**src/rtl/rom_fetch_sequencer_pkg.sv**
```systemverilog
// Shared definitions for the instruction fetch path: field bounds, opcode values,
// delay operand width and fetch FSM state encodings.
package rom_fetch_sequencer_pkg;

  localparam int unsigned AddrWidth   = 16;
  localparam int unsigned InstrWidth  = 28;
  localparam int unsigned OpcodeMsb   = 27;
  localparam int unsigned OpcodeLsb   = 24;
  localparam int unsigned OpcodeWidth = OpcodeMsb - OpcodeLsb + 1;
  localparam int unsigned DelayWidth  = 24;

  // Opcode values of the mini-ALU; only OpNop has meaning to the fetch stage.
  localparam logic [OpcodeWidth-1:0] OpNop = 4'h0;
  localparam logic [OpcodeWidth-1:0] OpAdd = 4'h1;
  localparam logic [OpcodeWidth-1:0] OpSub = 4'h2;
  localparam logic [OpcodeWidth-1:0] OpLod = 4'h3;
  localparam logic [OpcodeWidth-1:0] OpSto = 4'h4;
  localparam logic [OpcodeWidth-1:0] OpBra = 4'h5;
  localparam logic [OpcodeWidth-1:0] OpJmp = 4'h6;

  typedef enum logic [1:0] {
    StFetch = 2'd0,
    StIssue = 2'd1,
    StDelay = 2'd2,
    StHalt  = 2'd3
  } fetch_state_e;

  function automatic logic [OpcodeWidth-1:0] get_opcode(input logic [InstrWidth-1:0] instr);
    return instr[OpcodeMsb:OpcodeLsb];
  endfunction

endpackage

```
**src/rtl/rom_fetch_sequencer_if.sv**
```systemverilog
// Fetch-stage bus: ROM port, decode handshake, redirect and halt controls.
// FETCH_SINGLE_STEP_EN adds the iStep input.
interface rom_fetch_sequencer_if;
  import rom_fetch_sequencer_pkg::*;

  logic [AddrWidth-1:0]  oRomAddress;
  logic [InstrWidth-1:0] iRomInstruction;
  logic [InstrWidth-1:0] oInstruction;
  logic [AddrWidth-1:0]  oPC;
  logic                  oValid;
  logic                  iReady;
  logic                  iBranchTaken;
  logic [AddrWidth-1:0]  iBranchTarget;
  logic                  iHalt;
  logic                  oDelayActive;
`ifdef FETCH_SINGLE_STEP_EN
  logic                  iStep;
`endif

  // The fetch sequencer side.
  modport master (
    output oRomAddress,
    input  iRomInstruction,
    output oInstruction,
    output oPC,
    output oValid,
    input  iReady,
    input  iBranchTaken,
    input  iBranchTarget,
    input  iHalt,
`ifdef FETCH_SINGLE_STEP_EN
    input  iStep,
`endif
    output oDelayActive
  );

  // The ROM / decode / execute side.
  modport slave (
    input  oRomAddress,
    output iRomInstruction,
    input  oInstruction,
    input  oPC,
    input  oValid,
    output iReady,
    output iBranchTaken,
    output iBranchTarget,
    output iHalt,
`ifdef FETCH_SINGLE_STEP_EN
    output iStep,
`endif
    input  oDelayActive
  );

endinterface

```
**src/rtl/rom_fetch_sequencer_fetch_delay_counter.sv**
```systemverilog
// 24-bit loadable down-counter used to time NOP delays. Clear beats load beats decrement.
module fetch_delay_counter
  import rom_fetch_sequencer_pkg::*;
(
  input  logic                  clk_i,
  input  logic                  rst_i,
  input  logic                  clear_i,
  input  logic                  load_i,
  input  logic [DelayWidth-1:0] load_value_i,
  input  logic                  dec_i,
  output logic                  zero_o
);

  localparam logic [DelayWidth-1:0] One = 1;

  logic [DelayWidth-1:0] count_q, count_d;

  // Next count: synchronous clear, load, or single-step decrement.
  always_comb begin
    count_d = count_q;
    if (clear_i) begin
      count_d = '0;
    end else if (load_i) begin
      count_d = load_value_i;
    end else if (dec_i) begin
      count_d = count_q - One;
    end
  end

  // Count register, cleared asynchronously with the parent.
  always_ff @(posedge clk_i or posedge rst_i) begin
    if (rst_i) begin
      count_q <= '0;
    end else begin
      count_q <= count_d;
    end
  end

  assign zero_o = (count_q == '0);

endmodule

```
**src/rtl/rom_fetch_sequencer.sv**
```systemverilog
// Instruction fetch controller: owns the PC, fetches from ROM, hands instructions to
// decode over valid/ready, absorbs NOP delays locally and takes execute-stage redirects.
// Optional macro FETCH_SINGLE_STEP_EN gates each fetch on an iStep pulse.
module rom_fetch_sequencer
  import rom_fetch_sequencer_pkg::*;
(
  input logic                   Clock,
  input logic                   Reset,
  rom_fetch_sequencer_if.master bus
);

  localparam logic [AddrWidth-1:0] PcInc = 1;

  fetch_state_e          state_q, state_d;
  logic [AddrWidth-1:0]  pc_q, pc_d;
  logic [InstrWidth-1:0] instr_q, instr_d;
  logic [AddrWidth-1:0]  opc_q, opc_d;
  logic                  valid_q, valid_d;
  logic                  delay_active_q, delay_active_d;

  logic cnt_clear, cnt_load, cnt_dec, cnt_zero;
  logic step_ok;
  logic is_nop;

`ifdef FETCH_SINGLE_STEP_EN
  assign step_ok = bus.iStep;
`else
  assign step_ok = 1'b1;
`endif

  assign is_nop = (get_opcode(bus.iRomInstruction) == OpNop);

  fetch_delay_counter u_delay (
    .clk_i        (Clock),
    .rst_i        (Reset),
    .clear_i      (cnt_clear),
    .load_i       (cnt_load),
    .load_value_i (bus.iRomInstruction[DelayWidth-1:0]),
    .dec_i        (cnt_dec),
    .zero_o       (cnt_zero)
  );

  // Next-state and datapath updates; a redirect overrides everything else.
  always_comb begin
    state_d   = state_q;
    pc_d      = pc_q;
    instr_d   = instr_q;
    opc_d     = opc_q;
    valid_d   = valid_q;
    cnt_clear = 1'b0;
    cnt_load  = 1'b0;
    cnt_dec   = 1'b0;

    case (state_q)
      StFetch: begin
        if (step_ok) begin
          if (bus.iHalt) begin
            state_d = StHalt;
          end else if (is_nop) begin
            cnt_load = 1'b1;
            state_d  = StDelay;
          end else begin
            instr_d = bus.iRomInstruction;
            opc_d   = pc_q;
            valid_d = 1'b1;
            state_d = StIssue;
          end
        end
      end
      StIssue: begin
        if (bus.iReady) begin
          valid_d = 1'b0;
          pc_d    = pc_q + PcInc;
          state_d = StFetch;
        end
      end
      StDelay: begin
        // Operand N spends N+1 cycles here: exit happens on the cycle the count reads 0.
        if (cnt_zero) begin
          pc_d    = pc_q + PcInc;
          state_d = StFetch;
        end else begin
          cnt_dec = 1'b1;
        end
      end
      StHalt: begin
        if (!bus.iHalt) begin
          state_d = StFetch;
        end
      end
      default: begin
        state_d = StFetch;
      end
    endcase

    if (bus.iBranchTaken) begin
      pc_d      = bus.iBranchTarget;
      valid_d   = 1'b0;
      cnt_clear = 1'b1;
      state_d   = StFetch;
    end
  end

  assign delay_active_d = (state_d == StDelay);

  // State and output registers.
  always_ff @(posedge Clock or posedge Reset) begin
    if (Reset) begin
      state_q        <= StFetch;
      pc_q           <= '0;
      instr_q        <= '0;
      opc_q          <= '0;
      valid_q        <= 1'b0;
      delay_active_q <= 1'b0;
    end else begin
      state_q        <= state_d;
      pc_q           <= pc_d;
      instr_q        <= instr_d;
      opc_q          <= opc_d;
      valid_q        <= valid_d;
      delay_active_q <= delay_active_d;
    end
  end

  assign bus.oRomAddress  = pc_q;
  assign bus.oInstruction = instr_q;
  assign bus.oPC          = opc_q;
  assign bus.oValid       = valid_q;
  assign bus.oDelayActive = delay_active_q;

endmodule

```
**src/flat_wrapper.sv**
```systemverilog
// flat-port wrapper written by rule: the top's interface ports become plain ports
module rom_fetch_sequencer_flat import rom_fetch_sequencer_pkg::*;
  (Clock, Reset, bus_oRomAddress, bus_iRomInstruction, bus_oInstruction, bus_oPC, bus_oValid, bus_iReady, bus_iBranchTaken, bus_iBranchTarget, bus_iHalt, bus_oDelayActive);
  rom_fetch_sequencer_if bus_i ();
  input logic Clock;
  input logic Reset;
  output wire logic [$bits(bus_i.oRomAddress)-1:0] bus_oRomAddress;
  input wire logic [$bits(bus_i.iRomInstruction)-1:0] bus_iRomInstruction;
  output wire logic [$bits(bus_i.oInstruction)-1:0] bus_oInstruction;
  output wire logic [$bits(bus_i.oPC)-1:0] bus_oPC;
  output wire logic [$bits(bus_i.oValid)-1:0] bus_oValid;
  input wire logic [$bits(bus_i.iReady)-1:0] bus_iReady;
  input wire logic [$bits(bus_i.iBranchTaken)-1:0] bus_iBranchTaken;
  input wire logic [$bits(bus_i.iBranchTarget)-1:0] bus_iBranchTarget;
  input wire logic [$bits(bus_i.iHalt)-1:0] bus_iHalt;
  output wire logic [$bits(bus_i.oDelayActive)-1:0] bus_oDelayActive;
  assign bus_oRomAddress = bus_i.oRomAddress;
  assign bus_i.iRomInstruction = bus_iRomInstruction;
  assign bus_oInstruction = bus_i.oInstruction;
  assign bus_oPC = bus_i.oPC;
  assign bus_oValid = bus_i.oValid;
  assign bus_i.iReady = bus_iReady;
  assign bus_i.iBranchTaken = bus_iBranchTaken;
  assign bus_i.iBranchTarget = bus_iBranchTarget;
  assign bus_i.iHalt = bus_iHalt;
  assign bus_oDelayActive = bus_i.oDelayActive;
  rom_fetch_sequencer u_core (.Clock(Clock), .Reset(Reset), .bus(bus_i));
endmodule
```
**config.mk**
```make
export PLATFORM = sky130hd
export DESIGN_NAME = rom_fetch_sequencer_flat
export DESIGN_NICKNAME = d
export VERILOG_FILES = /design/src/rtl/rom_fetch_sequencer_pkg.sv /design/src/rtl/rom_fetch_sequencer_if.sv /design/src/rtl/rom_fetch_sequencer_fetch_delay_counter.sv /design/src/rtl/rom_fetch_sequencer.sv /design/src/flat_wrapper.sv
export SDC_FILE = /design/constraint.sdc
export NUM_CORES = 1
export LEC_CHECK = 0
export BUFFER_PORTS_ARGS = -buffer_cell sky130_fd_sc_hd__buf_4
export CELL_PAD_IN_SITES_DETAIL_PLACEMENT = 1
export CELL_PAD_IN_SITES_GLOBAL_PLACEMENT = 1
export CORE_UTILIZATION = 43
export DETAILED_ROUTE_END_ITERATION = 7
export PLACE_DENSITY_LB_ADDON = 0.1
export SLEW_MARGIN = 20
export SYNTH_ARGS = -nofsm -noshare
export SYNTH_HDL_FRONTEND = slang
export SYNTH_HIERARCHICAL = 1
export SYNTH_SLANG_ARGS = --single-unit
```
**constraint.sdc**
```tcl
create_clock -name Clock -period 9.4 [get_ports Clock]
set_clock_uncertainty 0.2 [all_clocks]
set_input_delay 1.41 -clock Clock [delete_from_list [all_inputs] [get_ports Clock]]
set_output_delay 1.41 -clock Clock [all_outputs]
set_load 0.1 [all_outputs]
```
==> out/results.txt, run 1 <==
Status = finished, final reports clean
Cts repair resizes = 0
Pin count of the biggest net entering global routing = 65
R2R Path End = u_core/bus.oRomAddress[15]$_DFFE_PP0P_
Ys Warns = 6
Total global-route track usage = 25.2%
Finished Cell Area = 5460 sq um
Ports = 111
Final hold vios = 0
Drt initial violations = 129
Most used DFF post-synth = dfrtp_1
Via/cell ratio = 5.48
Crit start category = flip-flop
CTS tree = done
DRC = 0
Horiz. Die Dim = 103 um
Top cells by count, synth = 141 x nand2_1, 88 x dfrtp_1, 27 x nor2_1, 21 x o21ai_0, 19 x clkbuf_1
Seq/Total Area, Yosys = 50.5%
Antenna viol nets, final = 0
Syn_nets = 540
Yosys cell types = 55
Worst-path fanout max = 9
CP Capture Type = flip-flop
Post-Syn Area = 4360 sq um
Setup bufs post-CTS = 0
Min Tclk post-route = 3.81 ns
DR pass1 iterations = 4
Worst Hold Path EP = u_core/bus.oInstruction[2]$_DFFE_PP0P_
EDFF count, synth = 0
Yosys top cell by area = dfrtp_1
# rows = 36
Initial antenna violation count = 0
HP Start = u_core/bus.oInstruction[2]$_DFFE_PP0P_
# nets final = 636
Die H = 103 um
Setup TNS = 0 ns
Initial Utilization = 44.6%
CP Data Arrival Time = 3.87 ns
Worst R2R Path Depth = 8
DP Area = 5250 sq um
Share of layout cells above drive strength 1 = 23.4%
Lkg Pwr = 0.00266 uW
Ant. Diodes = 0
TritonCTS Sinks = 88
DP HPWL = 8840 um
PwrDens = 356 nW/um^2
Max-slew headroom = 32.2%
Reg clk slew, reported paths = 0.09 ns
Worst-Margin Slew = 1.02 ns
Root Buffer = clkbuf_8
Syn Inst Count = 488
Clk_lat worst skew = 0.37 ns
Max Slew Vio Count = 0
Reg-to-reg slack, setup = 5.59 ns
Hold Path Stages = 2
Core area = 9770 sq um
Buffers on Ports = 110
FF-to-FF Start = u_core/u_delay/count_q[8]$_DFFE_PP0P_
Critical Path RT = 9.46 ns
Global placement routability congestion = 0.785
Number of synthesized register bits = 88
VDD IR max = 0.000202 V
Most frequent cell after synthesis = nand2_1
Setup CP Type = reg2reg
Gr ovfl total = 0
Routed wire length = 12700 um
Synth top area cells = dfrtp_1 51%, nand2_1 12%, o21ai_0 2.4%, nor2_1 2.3%, xnor2_1 2.2%
Vias in the first global route = 4002
Syn Area/Cell = 8.93 sq um
DR WL/cell = 17.6 um
Area Growth Syn to Fin = 25.4%
RSZ-0062 raised after global routing = false
Setup Viol. Count Final = 0
Async S/R FF share, synth = 100%
Final Non-Filler Cells = 722
Final Cycle Share = 40.5%
Vias post-DR = 3959
Placed Cells incl. Taps = 706
Yosys top cell area share = 50.5%
Total CTS buffers = 9
Hold_buf cts = 0
Worst min-delay path class = reg2reg
Fmax = 263 MHz
CTS H-tree depth = 3
Wire length of the first global-routing pass = 20100 um
Maxcap violations = 0
Fin Hold WS = 0.281 ns
Total Power = 1940 uW
CTS max path bufs = 2
DIE AREA = 10500 sq um
[logic make-up (layout without fill, tap and decap cells)]
group | after synthesis | count (layout) | share of synthesized area (%)
flip-flops | 88 | 88 | 50.5
buffers and inverters | 47 | 148 | 4.59
multiplexers | 1 | 1 | 0.230
XOR/XNOR | 14 | 14 | 2.81
AO/OA/AOI/OAI | 90 | 90 | 14.4
AND/OR/NAND/NOR | 245 | 245 | 26.5
adder cells (fa/ha/maj) | 3 | 3 | 0.862
[critical path, cell delays in order (launching register included)]
cell,delay [ns]
dfrtp_1,0.44
nor4_1,0.54
and4_1,0.46
nand4_1,0.17
nor3b_1,0.48
nand3b_4,0.21
a2111o_1,0.59
o31a_1,0.34
o31a_1,0.27
[layout by cell type (no fill, tap or decap), types with 4 or more instances in the layout]
master / netlist / final
nor3_1: 10 / 10
o21ai_0: 21 / 21
nand2_1: 141 / 141
buf_4: 2 / 114
nand4_1: 7 / 7
dfrtp_1: 88 / 88
a21oi_1: 15 / 15
nor4_1: 12 / 12
a211oi_1: 11 / 11
a31oi_1: 4 / 4
nor2_1: 27 / 27
or4_1: 7 / 7
or3_1: 8 / 8
nand3_1: 9 / 9
o31a_1: 8 / 8
xnor2_1: 11 / 11
inv_1: 18 / 17
a311oi_1: 6 / 6
clkbuf_8: 0 / 9
[per-layer routing]
metal | share of wire (%) | routed length (um) | global-route usage [%] | up-vias
met5 | 0 | 0 | 0 | -
met4 | 2.2 | 283 | 11.3 | 0
met3 | 3.8 | 487 | 4.07 | 21
met2 | 50 | 6350 | 42.0 | 77
met1 | 44 | 5600 | 32.4 | 1972
li1 | - | - | - | 1889
[how the worst max path moves through the flow]
stage	startpoint	end	slack (ns)
4_1_cts	u_core/u_delay/count_q[7]$_DFFE_PP0P_	u_core/u_delay/count_q[17]$_DFFE_PP0P_	5.43
6_report	u_core/u_delay/count_q[8]$_DFFE_PP0P_	u_core/bus.oRomAddress[15]$_DFFE_PP0P_	5.59
3_5_place_dp	bus_iRomInstruction[24]	u_core/u_delay/count_q[17]$_DFFE_PP0P_	5.38
3_3_place_gp	bus_iRomInstruction[24]	u_core/u_delay/count_q[17]$_DFFE_PP0P_	5.46
5_1_grt	u_core/u_delay/count_q[8]$_DFFE_PP0P_	u_core/u_delay/count_q[17]$_DFFE_PP0P_	5.28
2_1_floorplan	bus_iRomInstruction[24]	u_core/u_delay/count_q[13]$_DFFE_PP0P_	6.06
[through the flow]
| step | setup WS, ns | util (%) |
|---|---|---|
| finish | 5.59 | 55.9 |
| floorplan | 6.06 | - |
| detailed placement | 5.38 | 53.7 |
| CTS | 5.43 | 55.8 |
| global route | 5.28 | 55.9 |
| global placement | 5.46 | 53.7 |
[state kept, by name, summed over array words and instances (netlist names)]
name	count
u_core/bus.oRomAddress	16
u_core/u_delay/count_q	24
u_core/bus.oInstruction	28
u_core/bus.oValid	1
u_core/state_q	2
u_core/bus.oDelayActive	1
u_core/bus.oPC	16
[area by class of cell]
cell class                      count  area, sq um
Sequential cell                    88         2200
Clock inverter                      6         83.8
Tap cell                          133          166
Clock buffer                       10          128
Timing Repair Buffer              114          856
Fill cell                        1190         4310
Multi-Input combinational cell    353         1960
Inverter                           18         67.6
[power breakdown]
group | total, uW | internal (uW) | switching, uW | leakage [uW]
clock network | 289 | 149 | 140 | 0.000110
registers | 576 | 480 | 96.1 | 0.00111
logic | 1080 | 257 | 822 | 0.00144
total | 1940 | 885 | 1060 | 0.00266
Note: power is estimated with default switching activity, not from simulation.
==> inputs of run 2 (changes only) <==
- ABC_AREA: not set -> 1
- CORE_UTILIZATION: 43 -> 39
- clock period: 9.4 -> 3.55 ns (I/O delays scaled with it)
==> run 2 against run 1 <==
  * Via count up 24%
  * Synthesized cell count up 42%
  * Fmax up 25%
  * Worst setup slack worse by 5.1 ns
  * Utilization down 4.7 points
==> out/results.txt, run 2 <==
Status = finished, final reports clean (unchanged)
Wire length of the first global-routing pass = 26400 um (was 20100 um)
Number of synthesized register bits = 88 (unchanged)
DRT met1 WL = 6850 um (was 5600 um)
Worst R2R Path Depth = 11 (was 8)
RSZ-0062 raised after global routing = false (unchanged)
Total global-route track usage = 26.1% (was 25.2%)
FF-to-FF Start = u_core/u_delay/count_q[6]$_DFFE_PP0P_ (was u_core/u_delay/count_q[8]$_DFFE_PP0P_)
Seq/Total Area, Yosys = 44.5% (was 50.5%)
Ys Warns = 6 (unchanged)
Synth top area cells = dfrtp_1 45%, nand2_1 19%, nor2_1 7.1%, o21ai_0 4.6%, nand3_1 4.5% (was dfrtp_1 51%, nand2_1 12%, o21ai_0 2.4%, nor2_1 2.3%, xnor2_1 2.2%)
Vias post-DR = 4903 (was 3959)
Total CTS buffers = 9 (unchanged)
Min Tclk post-route = 3.04 ns (was 3.81 ns)
TritonCTS Sinks = 88 (unchanged)
DIE AREA = 13100 sq um (was 10500 sq um)
Crit start category = flip-flop (unchanged)
Commonest cells after routing, fill and taps aside = 250 x nand2_1, 114 x buf_4, 93 x nor2_1 (was 141 x nand2_1, 114 x buf_4, 88 x dfrtp_1)
R2R Path End = u_core/u_delay/count_q[9]$_DFFE_PP0P_ (was u_core/bus.oRomAddress[15]$_DFFE_PP0P_)
Routed wire length = 16300 um (was 12700 um)
Yosys top cell area share = 44.5% (was 50.5%)
Met3 WL = 543 um (was 487 um)
Hold_buf cts = 0 (unchanged)
Async S/R FF share, synth = 100% (unchanged)
Global placement routability congestion = 0.837 (was 0.785)
Reg-to-reg slack, setup = 0.51 ns (was 5.59 ns)
Top cells by count, synth = 250 x nand2_1, 93 x nor2_1, 88 x dfrtp_1, 58 x inv_1, 45 x o21ai_0 (was 141 x nand2_1, 88 x dfrtp_1, 27 x nor2_1, 21 x o21ai_0, 19 x clkbuf_1)
Reg clk slew, reported paths = 0.06 ns (was 0.09 ns)
Yosys cell types = 29 (was 55)
Finished Cell Area = 6220 sq um (was 5460 sq um)
CTS tree = done (unchanged)
Syn_nets = 745 (was 540)
Ports = 111 (unchanged)
Vias in the first global route = 5256 (was 4002)
Syn Inst Count = 693 (was 488)
Initial antenna violation count = 0 (unchanged)
Pin count of the biggest net entering global routing = 62 (was 65)
Ant. Diodes = 0 (unchanged)
Final Cycle Share = 85.8% (was 40.5%)
# rows = 40 (was 36)
Area Growth Syn to Fin = 25.8% (was 25.4%)
Largest register FFs = 28 (unchanged)
Most frequent cell after synthesis = nand2_1 (unchanged)
Setup TNS = 0 ns (unchanged)
Fmax = 328 MHz (was 263 MHz)
Initial Utilization = 40.7% (was 44.6%)
Worst-path fanout max = 14 (was 9)
Yosys top cell by area = dfrtp_1 (unchanged)
Max-slew headroom = 35.5% (was 32.2%)
Critical Path RT = 3.62 ns (was 9.46 ns)
Share of layout cells above drive strength 1 = 22.0% (was 23.4%)
Horiz. Die Dim = 115 um (was 103 um)
Cts repair resizes = 0 (unchanged)
Maxcap violations = 0 (unchanged)
DR WL/cell = 16.8 um (was 17.6 um)
Fin Hold WS = 0.101 ns (was 0.281 ns)
Core area = 12200 sq um (was 9770 sq um)
DRC = 0 (unchanged)
Gr ovfl total = 0 (unchanged)
Clk_lat worst skew = 0.35 ns (was 0.37 ns)
Setup bufs post-CTS = 0 (unchanged)
Die H = 115 um (was 103 um)
Buffers on Ports = 110 (unchanged)
Most common cell after layout, fill and taps aside = nand2_1 (unchanged)
Final hold vios = 0 (unchanged)
DP HPWL = 11600 um (was 8840 um)
DR pass1 iterations = 4 (unchanged)
Worst min-delay path class = in2async (was reg2reg)
DP Area = 5880 sq um (was 5250 sq um)
Post-Syn Area = 4940 sq um (was 4360 sq um)
EDFF count, synth = 0 (unchanged)
Max Slew Vio Count = 0 (unchanged)
Syn Area/Cell = 7.14 sq um (was 8.93 sq um)
Drt initial violations = 214 (was 129)
Setup Viol. Count Final = 0 (unchanged)
Worst-Margin Slew = 0.961 ns (was 1.02 ns)
DR top layer = met4 (unchanged)
Met2 wire length = 8590 um (was 6350 um)
CTS H-tree depth = 3 (unchanged)
Root Buffer = clkbuf_16 (was clkbuf_8)
CP Data Arrival Time = 3.11 ns (was 3.87 ns)
# nets final = 849 (was 636)
Via/cell ratio = 5.06 (was 5.48)
Most used DFF post-synth = dfrtp_1 (unchanged)
CP Capture Type = flip-flop (unchanged)
CTS max path bufs = 2 (unchanged)
Setup CP Type = reg2reg (unchanged)
Antenna viol nets, final = 0 (unchanged)
[run 2: changes by cell type in the layout (fill, tap and decap cells not counted), moves of 10 or more]
cell,previous run,this run
xnor2_1,11,1
nand3_1,9,44
a211oi_1,11,0
nand2_1,141,250
o21ai_0,21,45
nor2_1,27,93
nor4_1,12,0
a21oi_1,15,4
inv_1,17,56
o21ai_1,0,11
nor2_2,0,22
[run 2: cells by family (layout without fill, tap and decap cells)]
kind of cell | Yosys count | count (layout) | share of synthesized area, %
xor+xnor | 7 | 7 | 1.24
compound gates | 68 | 68 | 7.21
buf+inv | 87 | 195 | 7.62
simple gates | 440 | 440 | 38.6
flops | 88 | 88 | 44.5
fa+ha+maj | 3 | 3 | 0.759
[run 2: worst max path at each step]
stage	slack (ns)	from	cells after the start	to
finish	0.51	u_core/u_delay/count_q[6]$_DFFE_PP0P_	11	u_core/u_delay/count_q[9]$_DFFE_PP0P_
global route	0.35	u_core/u_delay/count_q[6]$_DFFE_PP0P_	11	u_core/u_delay/count_q[9]$_DFFE_PP0P_
CTS	0.54	u_core/u_delay/count_q[6]$_DFFE_PP0P_	11	u_core/u_delay/count_q[9]$_DFFE_PP0P_
detailed placement	0.71	u_core/u_delay/count_q[5]$_DFFE_PP0P_	11	u_core/u_delay/count_q[16]$_DFFE_PP0P_
global placement	0.87	bus_iRomInstruction[27]	9	u_core/u_delay/count_q[5]$_DFFE_PP0P_
floorplan	1.22	Reset	1	u_core/bus.oDelayActive$_DFF_PP0_
[run 2: critical path, stage by stage, from the launching register on]
cell and delay [ns]:
dfrtp_1 0.45, nor2_1 0.24, nand2_2 0.15, nor2_1 0.13, nand4_1 0.11, nor3_1 0.31, nor2_1 0.11, nor2_2 0.17
nand2_1 0.33, inv_1 0.51, nand2_1 0.13, o21ai_1 0.12
[run 2: layer usage]
| metal | vias up | global-route usage [%] |
|---|---|---|
| met5 | - | 0 |
| met4 | 0 | 9.78 |
| met3 | 22 | 3.97 |
| met2 | 80 | 48.4 |
| met1 | 2425 | 30.0 |
| li1 | 2376 | - |
[run 2: through the flow]
step | utilization (%) | cells | setup WS [ns]
2_1_floorplan | - | 693 | 1.22
4_1_cts | 51.2 | 969 | 0.544
6_report | 51.2 | 969 | 0.505
3_5_place_dp | 48.4 | 954 | 0.711
3_3_place_gp | 48.4 | 954 | 0.866
5_1_grt | 51.2 | 969 | 0.348
[run 2: final cells by class]
cell class | count | area (sq um)
Fill cell | 1608 | 5940
Multi-Input combinational cell | 518 | 2370
Sequential cell | 88 | 2200
Timing Repair Buffer | 114 | 856
Clock buffer | 13 | 280
Inverter | 66 | 248
Tap cell | 168 | 210
Clock inverter | 2 | 60.1
Power of run 2 is left out: the tool's default activity adds up to more than one toggle a clock period on the data nets, which glitch-free logic cannot reach.
==> inputs of run 3 (changes only) <==
- CORE_MARGIN: not set -> 10
==> run 3 against run 2 <==
  * Sequential share of layout area about the same
  * Critical path depth increased by 1
  * Clock-buffer cell count increased by 1
  * Via count decreased by 0.80%
  * Final cell count increased by 0.62%
  * Final area decreased by 0.14%
  * Largest cell class unchanged
==> out/results.txt, run 3 (synthesis gave the netlist of run 2 again) <==
Status = finished, final reports clean (unchanged)
Max-slew headroom = 35.6% (was 35.5%)
CP Capture Type = flip-flop (unchanged)
CTS H-tree depth = 3 (unchanged)
Ports = 111 (unchanged)
Worst-path fanout max = 14 (unchanged)
Crit start category = flip-flop (unchanged)
Setup bufs post-CTS = 0 (unchanged)
Final hold vios = 0 (unchanged)
Final Cycle Share = 76.2% (was 85.8%)
DP HPWL = 12500 um (was 11600 um)
Setup Viol. Count Final = 0 (unchanged)
Ant. Diodes = 0 (unchanged)
FF-to-FF Start = u_core/u_delay/count_q[6]$_DFFE_PP0P_ (unchanged)
Die H = 133 um (was 115 um)
Worst-Margin Slew = 0.961 ns (about the same)
DR WL/cell = 17.1 um (was 16.8 um)
Max Slew Vio Count = 0 (unchanged)
TritonCTS Sinks = 88 (unchanged)
Fin Hold WS = 0.0765 ns (was 0.101 ns)
# nets final = 850 (was 849)
Wire length of the first global-routing pass = 27700 um (was 26400 um)
Horiz. Die Dim = 133 um (was 115 um)
Largest register FFs = 28 (unchanged)
CTS tree = done (unchanged)
CP Data Arrival Time = 2.78 ns (was 3.11 ns)
Drt initial violations = 260 (was 214)
Initial Utilization = 39.5% (was 40.7%)
Routed wire length = 16600 um (was 16300 um)
Clk_lat worst skew = 0.35 ns (about the same)
Gr ovfl total = 0 (unchanged)
Reg-to-reg slack, setup = 0.85 ns (was 0.51 ns)
Total global-route track usage = 19.2% (was 26.1%)
Global placement routability congestion = 0.861 (was 0.837)
Share of layout cells above drive strength 1 = 22.0% (about the same)
Min Tclk post-route = 2.70 ns (was 3.04 ns)
Core area = 12500 sq um (was 12200 sq um)
Maxcap violations = 0 (unchanged)
Hold_buf cts = 0 (unchanged)
Pin count of the biggest net entering global routing = 62 (unchanged)
Vias post-DR = 4864 (was 4903)
Total CTS buffers = 9 (unchanged)
Worst min-delay path class = in2async (unchanged)
Buffers on Ports = 110 (unchanged)
Fmax = 370 MHz (was 328 MHz)
Worst R2R Path Depth = 12 (was 11)
Via/cell ratio = 4.99 (was 5.06)
Initial antenna violation count = 0 (unchanged)
# rows = 41 (was 40)
Most common cell after layout, fill and taps aside = nand2_1 (unchanged)
Placed Cells incl. Taps = 959 (was 954)
Cts repair resizes = 0 (unchanged)
Filler cell count = 1650 (was 1608)
Final Non-Filler Cells = 975 (was 969)
Commonest cells after routing, fill and taps aside = 250 x nand2_1, 115 x buf_4, 93 x nor2_1 (was 250 x nand2_1, 114 x buf_4, 93 x nor2_1)
DIE AREA = 17600 sq um (was 13100 sq um)
DR pass1 iterations = 4 (unchanged)
RSZ-0062 raised after global routing = false (unchanged)
Area Growth Syn to Fin = 25.7% (was 25.8%)
CTS max path bufs = 2 (unchanged)
Root Buffer = clkbuf_16 (unchanged)
Reg clk slew, reported paths = 0.07 ns (was 0.06 ns)
DRC = 0 (unchanged)
Setup TNS = 0 ns (unchanged)
Critical Path RT = 3.63 ns (was 3.62 ns)
Vias in the first global route = 5371 (was 5256)
Setup CP Type = reg2reg (unchanged)
Antenna viol nets, final = 0 (unchanged)
R2R Path End = u_core/u_delay/count_q[9]$_DFFE_PP0P_ (unchanged)
==> run 3: cell count changes in the layout (fill, tap and decap cells not counted) <==
cell / previous run / this run
clkinv_2: 0 / 1
clkbuf_1: 0 / 1
bufinv_16: 2 / 1
buf_4: 114 / 115
==> run 3: cell type report <==
| class | instances | area, sq um | share of cell area, % |
|---|---|---|---|
| clock buffers | 14 | 284 | 4.57 |
| clock inverters | 2 | 35.0 | 0.564 |
| inverters | 66 | 248 | 3.99 |
| multi-input cells | 518 | 2370 | 38.1 |
| flip-flops and latches | 88 | 2200 | 35.4 |
| well taps | 172 | 215 | 3.46 |
| repair buffers | 115 | 863 | 13.9 |
==> run 3: worst max-delay path, cell delays in order (launching register included) <==
cell,delay [ns]
dfrtp_1,0.44
nor2_1,0.21
nand2_2,0.13
nor2_1,0.10
nand4_1,0.10
nor3_1,0.29
nor2_1,0.11
nor2_2,0.16
nand2_1,0.07
buf_4,0.19
inv_1,0.40
nand2_1,0.12
o21ai_1,0.10
==> run 3: how the worst max path moves through the flow <==
stage / slack (ns) / start / end / depth (start not counted)
6_report: 0.85 / u_core/u_delay/count_q[6]$_DFFE_PP0P_ / u_core/u_delay/count_q[9]$_DFFE_PP0P_ / 12
5_1_grt: 0.54 / u_core/u_delay/count_q[6]$_DFFE_PP0P_ / u_core/u_delay/count_q[17]$_DFFE_PP0P_ / 12
4_1_cts: 0.84 / u_core/u_delay/count_q[6]$_DFFE_PP0P_ / u_core/u_delay/count_q[9]$_DFFE_PP0P_ / 12
3_5_place_dp: 0.86 / u_core/u_delay/count_q[6]$_DFFE_PP0P_ / u_core/u_delay/count_q[9]$_DFFE_PP0P_ / 12
3_3_place_gp: 0.93 / bus_iRomInstruction[27] / u_core/u_delay/count_q[15]$_DFFE_PP0P_ / 9
2_1_floorplan: 1.22 / Reset / u_core/bus.oDelayActive$_DFF_PP0_ / 1
==> run 3: per-layer routing <==
metal | wire, um | track usage, % | vias to the layer above
met3 | 620 | 3.63 | 24
met5 | 0 | 0 | -
li1 | - | - | 2377
met4 | 278 | 6.48 | 0
met2 | 8480 | 33.7 | 77
met1 | 7270 | 23.0 | 2386
==> run 3: through the flow <==
| stage | setup slack (ns) | cell area, sq um | util [%] |
|---|---|---|---|
| after detailed placement | 0.862 | 5890 | 47.1 |
| final | 0.845 | 6210 | 49.6 |
| after global routing | 0.544 | 6210 | 49.6 |
| after CTS | 0.839 | 6210 | 49.6 |
| after floorplan | 1.22 | 4940 | - |
| after global placement | 0.927 | 5890 | 47.1 |
Power of run 3 is left out for the same reason.
